## src/rtl/eth_pcs_rx_link_ctrl.sv

```systemverilog
// 10GBASE-R RX link controller: slip rate limiting, hi_ber window monitor, link-state FSM.
// All outputs registered (1-cycle latency); no backpressure, slip requests during hold-off are dropped.
module eth_pcs_rx_link_ctrl #(
  parameter int W_SYNC       = 2,
  parameter int BER_WINDOW   = 19531,
  parameter int BER_TH       = 16,
  parameter int SLIP_WAIT    = 4,
  parameter int LINK_UP_WAIT = 1024
) (
  input  logic              i_clk,
  input  logic              i_reset,
  input  logic              i_valid,
  input  logic [W_SYNC-1:0] i_sync_hdr,
  input  logic              i_rx_lock,
  input  logic              i_slip_req,
  input  logic              i_ber_cnt_clr,
  output logic              o_gb_slip,
  output logic              o_hi_ber,
  output logic              o_rx_status,
  output logic [1:0]        o_link_state,
  output logic [5:0]        o_ber_cnt
);

  localparam int TMR_W  = (BER_WINDOW > 2) ? $clog2(BER_WINDOW) : 1;
  localparam int WIN_W  = $clog2(BER_TH + 1);
  localparam int HOLD_W = $clog2(SLIP_WAIT + 1);
  localparam int UP_W   = (LINK_UP_WAIT > 2) ? $clog2(LINK_UP_WAIT) : 1;

  localparam logic [W_SYNC-1:0] HDR_DATA  = W_SYNC'(1);
  localparam logic [W_SYNC-1:0] HDR_CTRL  = W_SYNC'(2);
  localparam logic [TMR_W-1:0]  TMR_LAST  = TMR_W'(BER_WINDOW - 1);
  localparam logic [WIN_W-1:0]  WIN_TH    = WIN_W'(BER_TH);
  localparam logic [HOLD_W-1:0] HOLD_LOAD = HOLD_W'(SLIP_WAIT);
  localparam logic [UP_W-1:0]   UP_LAST   = UP_W'(LINK_UP_WAIT - 1);

  typedef enum logic [1:0] {
    ST_DOWN   = 2'd0,
    ST_WAIT   = 2'd1,
    ST_UP     = 2'd2,
    ST_HI_BER = 2'd3
  } state_t;

  state_t              state;
  logic [HOLD_W-1:0]   slip_hold;
  logic [TMR_W-1:0]    ber_timer;
  logic [WIN_W-1:0]    ber_win;
  logic [UP_W-1:0]     up_cnt;
  logic                hdr_bad;

  assign hdr_bad      = i_valid && i_rx_lock && (i_sync_hdr != HDR_DATA) && (i_sync_hdr != HDR_CTRL);
  assign o_link_state = state;

  // Hold-off only advances on valid blocks so the gearbox sees whole blocks between slips.
  always_ff @(posedge i_clk or posedge i_reset) begin
    if (i_reset) begin
      o_gb_slip <= 1'b0;
      slip_hold <= '0;
    end else begin
      o_gb_slip <= 1'b0;
      if (i_valid) begin
        if (i_slip_req && (slip_hold == '0)) begin
          o_gb_slip <= 1'b1;
          slip_hold <= HOLD_LOAD;
        end else if (slip_hold != '0) begin
          slip_hold <= slip_hold - HOLD_W'(1);
        end
      end
    end
  end

  // An error landing on the wrap cycle belongs to the window that is just starting.
  always_ff @(posedge i_clk or posedge i_reset) begin
    if (i_reset) begin
      ber_timer <= '0;
      ber_win   <= '0;
      o_hi_ber  <= 1'b0;
    end else if (!i_rx_lock) begin
      ber_timer <= '0;
      ber_win   <= '0;
      o_hi_ber  <= 1'b0;
    end else if (ber_timer == TMR_LAST) begin
      ber_timer <= '0;
      ber_win   <= hdr_bad ? WIN_W'(1) : '0;
      o_hi_ber  <= (ber_win == WIN_TH);
    end else begin
      ber_timer <= ber_timer + TMR_W'(1);
      if (hdr_bad && (ber_win != WIN_TH))
        ber_win <= ber_win + WIN_W'(1);
      if (ber_win == WIN_TH)
        o_hi_ber <= 1'b1;
    end
  end

  always_ff @(posedge i_clk or posedge i_reset) begin
    if (i_reset) begin
      o_ber_cnt <= '0;
    end else if (i_ber_cnt_clr) begin
      o_ber_cnt <= {5'd0, hdr_bad};
    end else if (hdr_bad && (o_ber_cnt != 6'd63)) begin
      o_ber_cnt <= o_ber_cnt + 6'd1;
    end
  end

  // Loss of lock overrides every other transition.
  always_ff @(posedge i_clk or posedge i_reset) begin
    if (i_reset) begin
      state       <= ST_DOWN;
      up_cnt      <= '0;
      o_rx_status <= 1'b0;
    end else if (!i_rx_lock) begin
      state       <= ST_DOWN;
      up_cnt      <= '0;
      o_rx_status <= 1'b0;
    end else begin
      case (state)
        ST_DOWN: begin
          state       <= ST_WAIT;
          up_cnt      <= '0;
          o_rx_status <= 1'b0;
        end
        ST_WAIT: begin
          if (o_hi_ber) begin
            up_cnt <= '0;
          end else if (up_cnt == UP_LAST) begin
            state       <= ST_UP;
            o_rx_status <= 1'b1;
          end else begin
            up_cnt <= up_cnt + UP_W'(1);
          end
        end
        ST_UP: begin
          if (o_hi_ber) begin
            state       <= ST_HI_BER;
            o_rx_status <= 1'b0;
          end
        end
        ST_HI_BER: begin
          if (!o_hi_ber) begin
            state  <= ST_WAIT;
            up_cnt <= '0;
          end
        end
        default: begin
          state       <= ST_DOWN;
          up_cnt      <= '0;
          o_rx_status <= 1'b0;
        end
      endcase
    end
  end

endmodule

```

## config.mk

```make
export PLATFORM = sky130hd
export DESIGN_NAME = eth_pcs_rx_link_ctrl
export DESIGN_NICKNAME = d
export VERILOG_FILES = /design/src/rtl/eth_pcs_rx_link_ctrl.sv
export SDC_FILE = /design/constraint.sdc
export NUM_CORES = 1
export LEC_CHECK = 0
export CORE_UTILIZATION = 31
export CTS_CLUSTER_SIZE = 20
export DETAILED_ROUTE_END_ITERATION = 10
export SLEW_MARGIN = 15
export SYNTH_ARGS = -nofsm -noshare
export SYNTH_HDL_FRONTEND = slang
export SYNTH_SLANG_ARGS = --single-unit
```

## constraint.sdc

```tcl
create_clock -name i_clk -period 1.7 [get_ports i_clk]
set_input_delay 0.34 -clock i_clk [delete_from_list [all_inputs] [get_ports i_clk]]
set_output_delay 0.34 -clock i_clk [all_outputs]
set_load 0.05 [all_outputs]
```

* Word level (Yosys, flattened, before mapping)
Index checks and enable logic that the tools add are counted. Widths: inputs -> output; s select.
Storage, ports and cells: register bits after elaboration 44, bits in latches 0, bits in writable memories 0, ROM bits 0, bits of input ports 8, output and inout port bits 11, memories kept 0
Cells by class: add/subtract/negate cells 5, multipliers 0, divide/modulo/power cells 0, order comparisons 0, equality and inequality tests 19, shift-type cells 0, muxes and demuxes 31, bitwise gates (word level) 0, reduce and logical (&&, ||, !) cells 15
Operators with widths (count):
- $mux 10 | 4
- $mux 15 | 2
- $pmux 10 s3 | 1
- $add 15x1->15 const B | 1
- $eq 15x15->1 const B | 1
- $mux 5 | 3
- $mux 6 | 2
- $ne 3x3->1 const B | 4
- $add 10x1->10 const B | 1
- $eq 10x10->1 const B | 1
- $mux 1 | 10
- $mux 2 | 5
- $ne 4x1->1 const B | 2
- $pmux 2 s4 | 1
- $reduce_and 4->1 | 2
- $add 6x1->6 const B | 1
- $logic_and 1x1->1 | 6
- $mux 3 | 2
- $ne 3x1->1 const B | 2
- $ne 6x6->1 const B | 1
- $add 5x1->5 const B | 1
- $eq 5x5->1 const B | 1
- $ne 5x5->1 const B | 1
- $eq 2x2->1 const B | 2
- 12 further kinds | 13

* Depth between registers and ports, before layout
Gate-level depths: netlist (run 1).
depth in word-level cells 7, depth in mapped cells 7

* Worst setup path after synthesis (run 1)
Ideal clock, no wire load.
path type reg-to-reg, start point register o_ber_cnt[0], end point register o_ber_cnt[3], library setup time 77 ps, arrival time 1963 ps, setup slack -340 ps, stages on the path, launching flop included 6, path buffers 0, period minus slack after synthesis 2040 ps, path through dfrtp_1 -> ha_1 -> and3_1 -> a311o_1 -> or3_1 -> a21oi_1
Between the ends: word-level cells in the longest chain between the ends 3
Ends and longest elaborated chain:
- from (decl) | line 21 | output logic [5:0] o_ber_cnt
- from (signal assigned) | line 98 | o_ber_cnt <= {5'd0, hdr_bad};
- from (signal assigned) | line 100 | o_ber_cnt <= o_ber_cnt + 6'd1;
- $add 6x1->6 / $ne 6x6->1 (equally long branches) | line 100, 99
- $mux 6 / $logic_and 1x1->1 (equally long branches) | line 99 | end else if (hdr_bad && (o_ber_cnt != 6'd63)) begin
- $mux 6 / $reduce_bool 2->1 (equally long branches)
Parallel ways exist; a longest one is shown, timed or not. The select of a mux whose other input is x is not followed. A chain may end at the register's enable or synchronous reset.

* Worst setup path after layout (run 1)
start point register ber_timer[8], end point register ber_win[0]
Between the ends: word-level cells in the longest chain between the ends 3
Ends and longest elaborated chain:
- from (decl) | line 45 | logic [TMR_W-1:0] ber_timer;
- from (signal assigned) | line 86 | ber_timer <= ber_timer + TMR_W'(1);
- $eq 15x15->1 * | line 81 | end else if (ber_timer == TMR_LAST) begin
- $mux 5 | line 81
- $mux 5 | line 77 | end else if (!i_rx_lock) begin
- to (signal assigned) | line 83 | ber_win <= hdr_bad ? WIN_W'(1) : '0;
- to (signal assigned) | line 88 | ber_win <= ber_win + WIN_W'(1);
- to (decl) | line 46 | logic [WIN_W-1:0] ber_win;
Mark *: on every way between the ends. The rest lies on a longest branch, timed or not.

==> results.cfg, run 1 <==
[cts]
clock_path_buffers = 2
clock-sinks = 44
clock_latency_ps = 290
htree_levels = 2
clockRootBuffer = clkbuf_8
clkTransAtPathRegs_ps = 80
cts_hold_buf = 0
numCtsBuffers = 5
cts_tree = yes

[grt]
grt_max_degree = 20
gr-total-overflow = 0
antenna_found_initial = 0
first_global_vias = 2026
grt_pass1_wl_um = 8980
gr-usage-all-layers_pct = 13.1

[cells_and_area]
multi_input_area_um2 = 1320
seqCellArea_um2 = 1110
nNetsFinal = 342
drive_above_1_share_pct = 27.0
finish.utilization_pct = 43.6
areaGrowthSynthToFinish_pct = 33.0
antenna_cells = 0
fill_cells = 736

[logic_synthesis]
ys_seq_area_share_pct = 45.3
syn_area_um2 = 2430
synth_area_leaders = dfrtp_1, ha_1, nor2_1
synth_top_cell_area_share_pct = 45.3
syn_nets = 276
synth_seq_cells = 44
yosysWarnings = 0
synth_top_cell_by_area = dfrtp_1
synthDistinctLibCells = 45
synthCells = 255
synth_ff_type = dfrtp_1
synth_edf_count = 0
synth-async-reset-ratio_pct = 100
syn_avg_cell_area_um2 = 9.53

[setup_path]
r2r-start = ber_timer[8]
criticalPathCategory = register to register
crit_fanout = 3
crit_path_start_kind = register
cp-end-kind = register
required_ps = 1880
r2r_cells = 4
r2r_end = ber_win[0]
worst-r2r-setup-slack_ps = -170
cp_data_arrival_time_ps = 2040

[power_and_ir_drop]
power.total_mw = 2.81
p_leak_nw = 1.39
p_per_area_nw_per_um2 = 870
intPower_mw = 1.96
p_comb_share_pct = 29.9
sw_frac_of_total_pct = 30.3
seq_power_share_pct = 42.3
ir_drop_v = 0.000337
clock_power_share_pct = 27.8
power_switching_uw = 853

[drt]
wl_per_cell_um = 12.4
ant_nets = 0
vias = 2057
drt-pass1-iter-count = 4
drc = 0
totalWireLength_um = 5220
via_per_inst = 4.89
initialDrtViolationCount = 32

[floorplan]
ios = 19
die_w_um = 90.5
coreArea_um2 = 7410
initial_utilization_pct = 32.8
dieArea_um2 = 8200
placementRows = 31
die_h_um = 90.5

[sta]
setup_violations = 21
fmax_mhz = 535
worst_slack_ps = -167
hold_violations = 0
finalCritPeriodShare_pct = 110
finalMaxSlewViolations = 0
rsz0062_at_grt = yes
clock_skew_ps = 5.84
worstMarginPinSlew_ps = 430
slew_headroom_pct = 71.3
finalCriticalPeriod_ps = 1870

[flow_run]
drv_cap = 0

[hold_path]
worstHoldPathType = input port to async pin

[placement]
dp_hpwl_um = 3870
gp_congestion = 0.756
pre_cts_slack_ps = -202
io_buffers = 18

[outcome]
outcome = finished with violations
violations = setup timing
## through the flow
stage | hold slack [ps] | TNS, ps | instance area (um^2) | cells
floorplan | 403 | -1500 | 2440 | 255
global placement | 465 | -2580 | 3050 | 410
detailed placement | 478 | -3000 | 3050 | 410
CTS | 377 | -1450 | 3160 | 418
global route | 396 | -2870 | 3230 | 421
finish | 361 | -1290 | 3230 | 421
## area by class of cell
| type | instances | area share (%) |
|---|---|---|
| multi-input cells | 193 | 40.7 |
| well taps | 99 | 3.83 |
| flip-flops and latches | 44 | 34.3 |
| repair buffers | 62 | 16.1 |
| clock buffers | 6 | 2.25 |
| clock inverters | 2 | 1.08 |
| inverters | 15 | 1.74 |
## timing repair
action	CTS	global route
buffers inserted	0	3
gates resized for setup	0	13
pin swaps	0	5
cloned	0	0
setup endpoints to repair	21	32
## power by group through the flow
| stage | Combinational (mW) | Clock [mW] | Sequential (mW) |
|---|---|---|---|
| 6_report | 0.840 | 0.781 | 1.19 |
| 3_3_place_gp | 0.754 | 0 | 1.21 |
| 2_1_floorplan | 0.401 | 0 | 1.29 |
| 5_1_grt | 0.942 | 0.849 | 1.20 |
| 3_5_place_dp | 0.761 | 0 | 1.22 |
| 4_1_cts | 0.767 | 0.811 | 1.20 |
## flip-flops by register name (all words and copies together), names as in the netlist
| register | flops |
|---|---|
| o_rx_status | 1 |
| o_hi_ber | 1 |
| slip_hold | 3 |
| ber_win | 5 |
| o_gb_slip | 1 |
| o_ber_cnt | 6 |
| ber_timer | 15 |
| o_link_state | 2 |
| up_cnt | 10 |
## worst max-delay path, stage by stage (launching register included)
cell and delay (ps):
dfrtp_1 380, or4_4 520, or4_4 440, and4b_1 200, a211o_1 220
## cell usage after synthesis (2+ instances only)
library cell,number
inv_1,15
nor3_1,10
xor2_1,4
dfrtp_1,44
and4_1,4
o21ai_0,12
nand2_1,16
nand3_1,12
ha_1,13
o31ai_1,3
nand4_1,5
and4b_1,2
nor3b_1,2
nor2b_1,2
a31oi_1,4
nand4bb_1,2
clkbuf_1,2
mux2i_1,4
a22o_1,3
o211ai_1,3
o41ai_1,3
mux2_2,2
xnor2_1,13
and3_1,3
nor4_1,6
a21oi_1,15
or3_1,2
nor2_1,32
## routing by layer
metal	global-route usage, %	share of wire (%)	vias up
li1	-	-	1060
met1	16.8	48	984
met2	22.3	50	11
met3	2.61	1.6	2
met4	3.63	0.50	0
met5	0	0	-
## how the worst max path moves through the flow
stage	slack, ps	start	cells after the start	to
after floorplan	-150	ber_timer[8]	4	ber_win[0]
after global placement	-190	i_rx_lock	5	o_ber_cnt[3]
after detailed placement	-200	i_rx_lock	5	o_ber_cnt[3]
after CTS	-180	ber_timer[8]	4	ber_win[0]
after global routing	-240	ber_timer[8]	4	ber_win[0]
final	-170	ber_timer[8]	4	ber_win[0]
## placed cells by master (no fill, tap or decap), drive strengths merged, types with 3 or more instances in the layout
master         instances
buf                   55
dfrtp                 44
nor2                  32
nand2                 17
a21oi                 15
inv                   15
xnor2                 13
ha                    13
nand3                 12
o21ai                 12
nor3                  10
clkdlybuf4s50          7
nor4                   6
clkbuf                 6
nand4                  5
xor2                   4
mux2i                  4
and4                   4
a31oi                  4
o211ai                 3
a22o                   3
o31ai                  3
and3                   3
o41ai                  3
## cell families (layout without fill, tap and decap cells)
group,after synthesis,count (layout),synth area share (%)
compound gates,51,51,13.4
xor+xnor,17,17,6.13
fa+ha+maj,13,13,6.69
buf+inv,18,85,2.94
flops,44,44,45.3
mux,6,6,2.57
simple gates,106,106,22.9
Power figures use the tool's default switching activity.
==> run 2: changes to the inputs <==
--- a/config.mk
+++ b/config.mk
@@ -5,6 +5,7 @@
 export SDC_FILE = /design/constraint.sdc
 export NUM_CORES = 1
 export LEC_CHECK = 0
+export CORE_ASPECT_RATIO = 0.8
 export CORE_UTILIZATION = 31
 export CTS_CLUSTER_SIZE = 20
 export DETAILED_ROUTE_END_ITERATION = 10
==> run 2 against run 1 <==
Net effect:
- the flow still finishes with violations (setup timing)
- hold slack gained 25 ps
- clock power shrank 18%
- register-to-register slack is essentially flat
- clock skew grew 5.9 ps
- combinational power shrank 6.9%
- first-iteration DRC count grew to 2.9 times the previous value
- non-clock buffer count shrank 5
- sequential share of layout area grew 0.46 points
- worst setup slack gained 7.2 ps
- die area is essentially flat
- maximum frequency grew 0.39%
- critical path type unchanged
==> results.cfg, run 2 (synthesis gave the netlist of run 1 again) <==
[outcome]
outcome = finished with violations
violations = setup timing

[grt]
gr-usage-all-layers_pct = 14.1
antenna_found_initial = 0
grt-busiest-layer = met2
grt_use_met2_pct = 23.1
first_global_vias = 1980
grt_pass1_wl_um = 9010
gr-total-overflow = 0
grtUsageMet3_pct = 3.44
grt_max_degree = 45
use_met1_pct = 18.5

[cells_and_area]
layout_commonest_cell = buf_4
areaGrowthSynthToFinish_pct = 31.3
finish.utilization_pct = 42.5
final_cell_mix = buf_4, dfrtp_1, nor2_1
regMostFlops = ber_timer
largest_reg_flops = 15
fill_cells = 744
fin_area_um2 = 3190
drive_above_1_share_pct = 25.6
largestRegisters = ber_timer x15, up_cnt x10, o_ber_cnt x6
nNetsFinal = 337
antenna_cells = 0

[power_and_ir_drop]
sw_frac_of_total_pct = 32.7
ir_drop_v = 0.000335
p_per_area_nw_per_um2 = 822
p_leak_nw = 1.36
seq_power_share_pct = 45.9
intPower_mw = 1.77
power_switching_uw = 857
p_comb_share_pct = 29.8
clock_power_share_pct = 24.3

[drt]
initialDrtViolationCount = 94
drt-pass1-iter-count = 4
vias = 2035
wl_per_cell_um = 12.5
totalWireLength_um = 5270
ant_nets = 0
drc = 0
via_per_inst = 4.82

[placement]
gp_congestion = 0.782
dp_hpwl_um = 3750
io_buffers = 18
placed_cell_area_um2 = 3020

[floorplan]
coreArea_um2 = 7500
initial_utilization_pct = 32.4
ios = 19
placementRows = 28
dieArea_um2 = 8200
die_h_um = 81.2
die_w_um = 101

[hold_path]
worstHoldPathType = input port to async pin

[sta]
finalCritPeriodShare_pct = 109
whs_ps = 386
worst_slack_ps = -160
tns_ps = -1090
rsz0062_at_grt = yes
hold_violations = 0
worstMarginPinSlew_ps = 367
setup_violations = 21
fmax_mhz = 538
finalCriticalPeriod_ps = 1860
clock_skew_ps = 11.8
finalMaxSlewViolations = 0
slew_headroom_pct = 75.5

[setup_path]
cp-end-kind = register
crit_path_start_kind = register
required_ps = 1880
crit_fanout = 3
cp_data_arrival_time_ps = 2040
criticalPathCategory = register to register

[cts]
clkTransAtPathRegs_ps = 90
htree_levels = 2
numCtsBuffers = 5
clock_path_buffers = 2
cts_tree = yes
clockRootBuffer = clkbuf_8
cts_hold_buf = 0
clock_latency_ps = 300
clock-sinks = 44

[flow_run]
drv_cap = 0
## run 2: changes by cell type in the layout (fill, tap and decap cells not counted), sizes merged
cell / delta
buf: -5
bufinv: -1
clkbuf: +1
## run 2: power groups by stage
stage / sequential [mW] / combinational (mW) / clock [mW]
2_1_floorplan: 1.29 / 0.401 / 0
3_3_place_gp: 1.22 / 0.714 / 0
3_5_place_dp: 1.22 / 0.737 / 0
4_1_cts: 1.21 / 0.756 / 0.669
5_1_grt: 1.21 / 0.884 / 0.725
6_report: 1.20 / 0.782 / 0.638
## run 2: per-stage QoR
step                      std cells  power, mW  worst slack [ps]
after floorplan                 255       1.69              -145
after global placement          411       1.93              -212
after detailed placement        411       1.96              -222
after CTS                       421       2.63              -170
after global routing            422       2.82              -222
final                           422       2.62              -160
## run 2: cell type report
cell class	count	area, um^2	share of cell area, %
sequential	44	1110	34.7
clock buffer	7	76.3	2.39
clock inverter	1	5.00	0.157
tap	105	131	4.12
inverter	15	56.3	1.77
timing repair buffer	57	487	15.3
multi-input combinational	193	1330	41.6
## run 2: per-layer routing
layer | vias up | wire, um
li1 | 1044 | -
met1 | 966 | 2660
met2 | 17 | 2400
met3 | 8 | 148
met4 | 0 | 59
met5 | - | 0
## run 2: repair_timing
item,CTS,global route
buffers inserted,2,2
endpoints found under the setup margin,24,34
pin swaps,6,5
gates cloned,0,0
resized for setup,6,10
## run 2: worst max-delay path, stage by stage (launching register included)
cell and delay (ps):
dfrtp_1 380, or4_1 520, or4_4 440, and4b_1 190
a211o_1 220
## run 2: final timing paths
kind | from | endpoint | slack [ps] | depth (start not counted)
worst max register to register | ber_timer[8] | ber_win[0] | -160 | 4
worst min register to register | slip_hold[2] | slip_hold[2] | 510 | 1
worst max-delay path | ber_timer[8] | ber_win[0] | -160 | 4
min in group i_clk | slip_hold[2] | slip_hold[2] | 510 | 1
worst min-delay path | i_reset | up_cnt[3] | 390 | 3
max in group asynchronous | i_reset | o_ber_cnt[1] | 1070 | 3
==> patch, RTL diff (flow settings as in run 1) <==
Change the parameter `BER_TH` from 16 to 32.
--- a/src/rtl/eth_pcs_rx_link_ctrl.sv
+++ b/src/rtl/eth_pcs_rx_link_ctrl.sv
@@ -3,7 +3,7 @@
 module eth_pcs_rx_link_ctrl #(
   parameter int W_SYNC       = 2,
   parameter int BER_WINDOW   = 19531,
-  parameter int BER_TH       = 16,
+  parameter int BER_TH       = 32,
   parameter int SLIP_WAIT    = 4,
   parameter int LINK_UP_WAIT = 1024
 ) (
Behaviour: no difference found for any inputs over 10 cycles, from zero or initial values and one cycle with i_reset high; that may be too few to reach the edited logic, so the function may still have changed.
==> patch against run 1 <==
Total power fell by 5.2%; design area fell by 2.8%; area after synthesis rose by 2.7%; largest cell class unchanged; synthesized cell count rose by 3.1%; sequential cell count rose by 1; wire length rose by 1.4%; setup slack improved by 0.25 ns; highest routed layer unchanged; largest power group unchanged.
==> patch: results (changes against run 1) <==
metric,value,unit,change
number of clock-tree buffers in the layout,6,,unchanged
number of DRC violations after detailed-routing iteration 0,73,,+130%
count of mapped cells out of synthesis,263,,+3.1%
arrival time of the worst setup path,1.86,ns,-0.18 ns
global-route met2 utilization,20.5,%,-1.8 points
grt met3 use,2.99,%,+0.38 points
number of global-route vias before repair,1962,,-3.2%
leakage power summed over all cells,1.29,nW,-7.2%
final non-filler cell total,415,,-1.4%
count of placed standard cells including taps,404,,-1.5%
first-pass GRT wire length,8950,um,-0.38%
GRT Overall Usage,13.2,%,+0.099 points
net count reported at finish,333,,-2.6%
proportion of power drawn by the clock network,25.2,%,-2.6 points
post-detailed-placement cell area,0.00299,mm2,-1.9%
number of levels the H-tree was split into,2,,unchanged
fraction of the yosys area taken by sequential cells,45.1,%,-0.20 points
total length of routed met3 wires,173,um,+110%
clock-cell share of area,2.79,%,-0.54 points
hold slack final,0.318,ns,-0.0433 ns
flop2flop setup slack,0.09,ns,+0.26 ns
TritonCTS sink count,45,,+2.3%
total length of routed met2 wires,2440,um,-5.5%
most used standard cells in the synthesized netlist,"sky130_fd_sc_hd__dfrtp_1, sky130_fd_sc_hd__nor2_1, sky130_fd_sc_hd__inv_1, sky130_fd_sc_hd__a21oi_1, sky130_fd_sc_hd__nand2_1",,
highest-delay cell along the critical path,sky130_fd_sc_hd__clkdlybuf4s50_1,,
Final Util,40.4,%,-3.2 points
outcome,finished clean,,
fill cell count,780,,+6.0%
non-clk buf share,12.6,%,-3.5 points
largest registers,"ber_timer: 15 flops, up_cnt: 10 flops",,
worst setup slack before clock tree synthesis,-0.268,ns,-0.0658 ns
met1 wire length,2620,um,+3.7%
layout cell share with drive strength beyond 1,22.4,%,-4.7 points
area used by multi-input combinational logic,0.00133,mm2,+1.0%
sequential group power,1.22,mW,
cells resized by post-CTS repair,0,,unchanged
maximum net fanout on the critical path,6,,+3
combinational cell fraction of total power,28.9,%,-1.0 points
maximum number of pins on one net before global-route repair,23,,+15%
layout buffer count excluding clock buffers,47,,-24%
tap cells,102,,+3.0%
non-clock inverter count in the final layout,17,,+2
net count of the mapped netlist,284,,+2.9%
placed wire-length estimate after detailed placement,3830,um,-1.1%
routed length per instance,12.8,um,+2.9%
Final GP Congestion,0.769,,+1.8%
unique cell type count in the Yosys netlist,47,,+4.4%
share of total power consumed by net switching,32.9,%,+2.6 points
multi-input logic cell count,196,,+1.6%
-- patch: worst max-delay path, delay by kind of cell --
| family | cells | cell delay (ns) |
|---|---|---|
| compound gates | 1 | 0.13 |
| simple gates | 3 | 0.87 |
| buf+inv | 1 | 0.52 |
-- patch: final timing paths --
| check | endpoint | startpoint | depth (start not counted) |
|---|---|---|---|
| max | ber_win[2] | i_valid | 5 |
| min in group i_clk | slip_hold[1] | slip_hold[1] | 2 |
| max in group asynchronous | ber_timer[1] | i_reset | 3 |
| min reg2reg | slip_hold[1] | slip_hold[1] | 2 |
| min | up_cnt[1] | i_reset | 2 |
| max reg2reg | up_cnt[5] | up_cnt[0] | 6 |
-- patch: cells by family (layout without fill, tap and decap cells) --
group / count (synthesis) / count (layout) / synth area share, %
fa+ha+maj: 13 / 13 / 6.52
compound gates: 57 / 57 / 14.8
simple gates: 107 / 107 / 23.0
buf+inv: 22 / 72 / 3.71
mux: 3 / 3 / 1.30
xor+xnor: 16 / 16 / 5.61
flops: 45 / 45 / 45.1
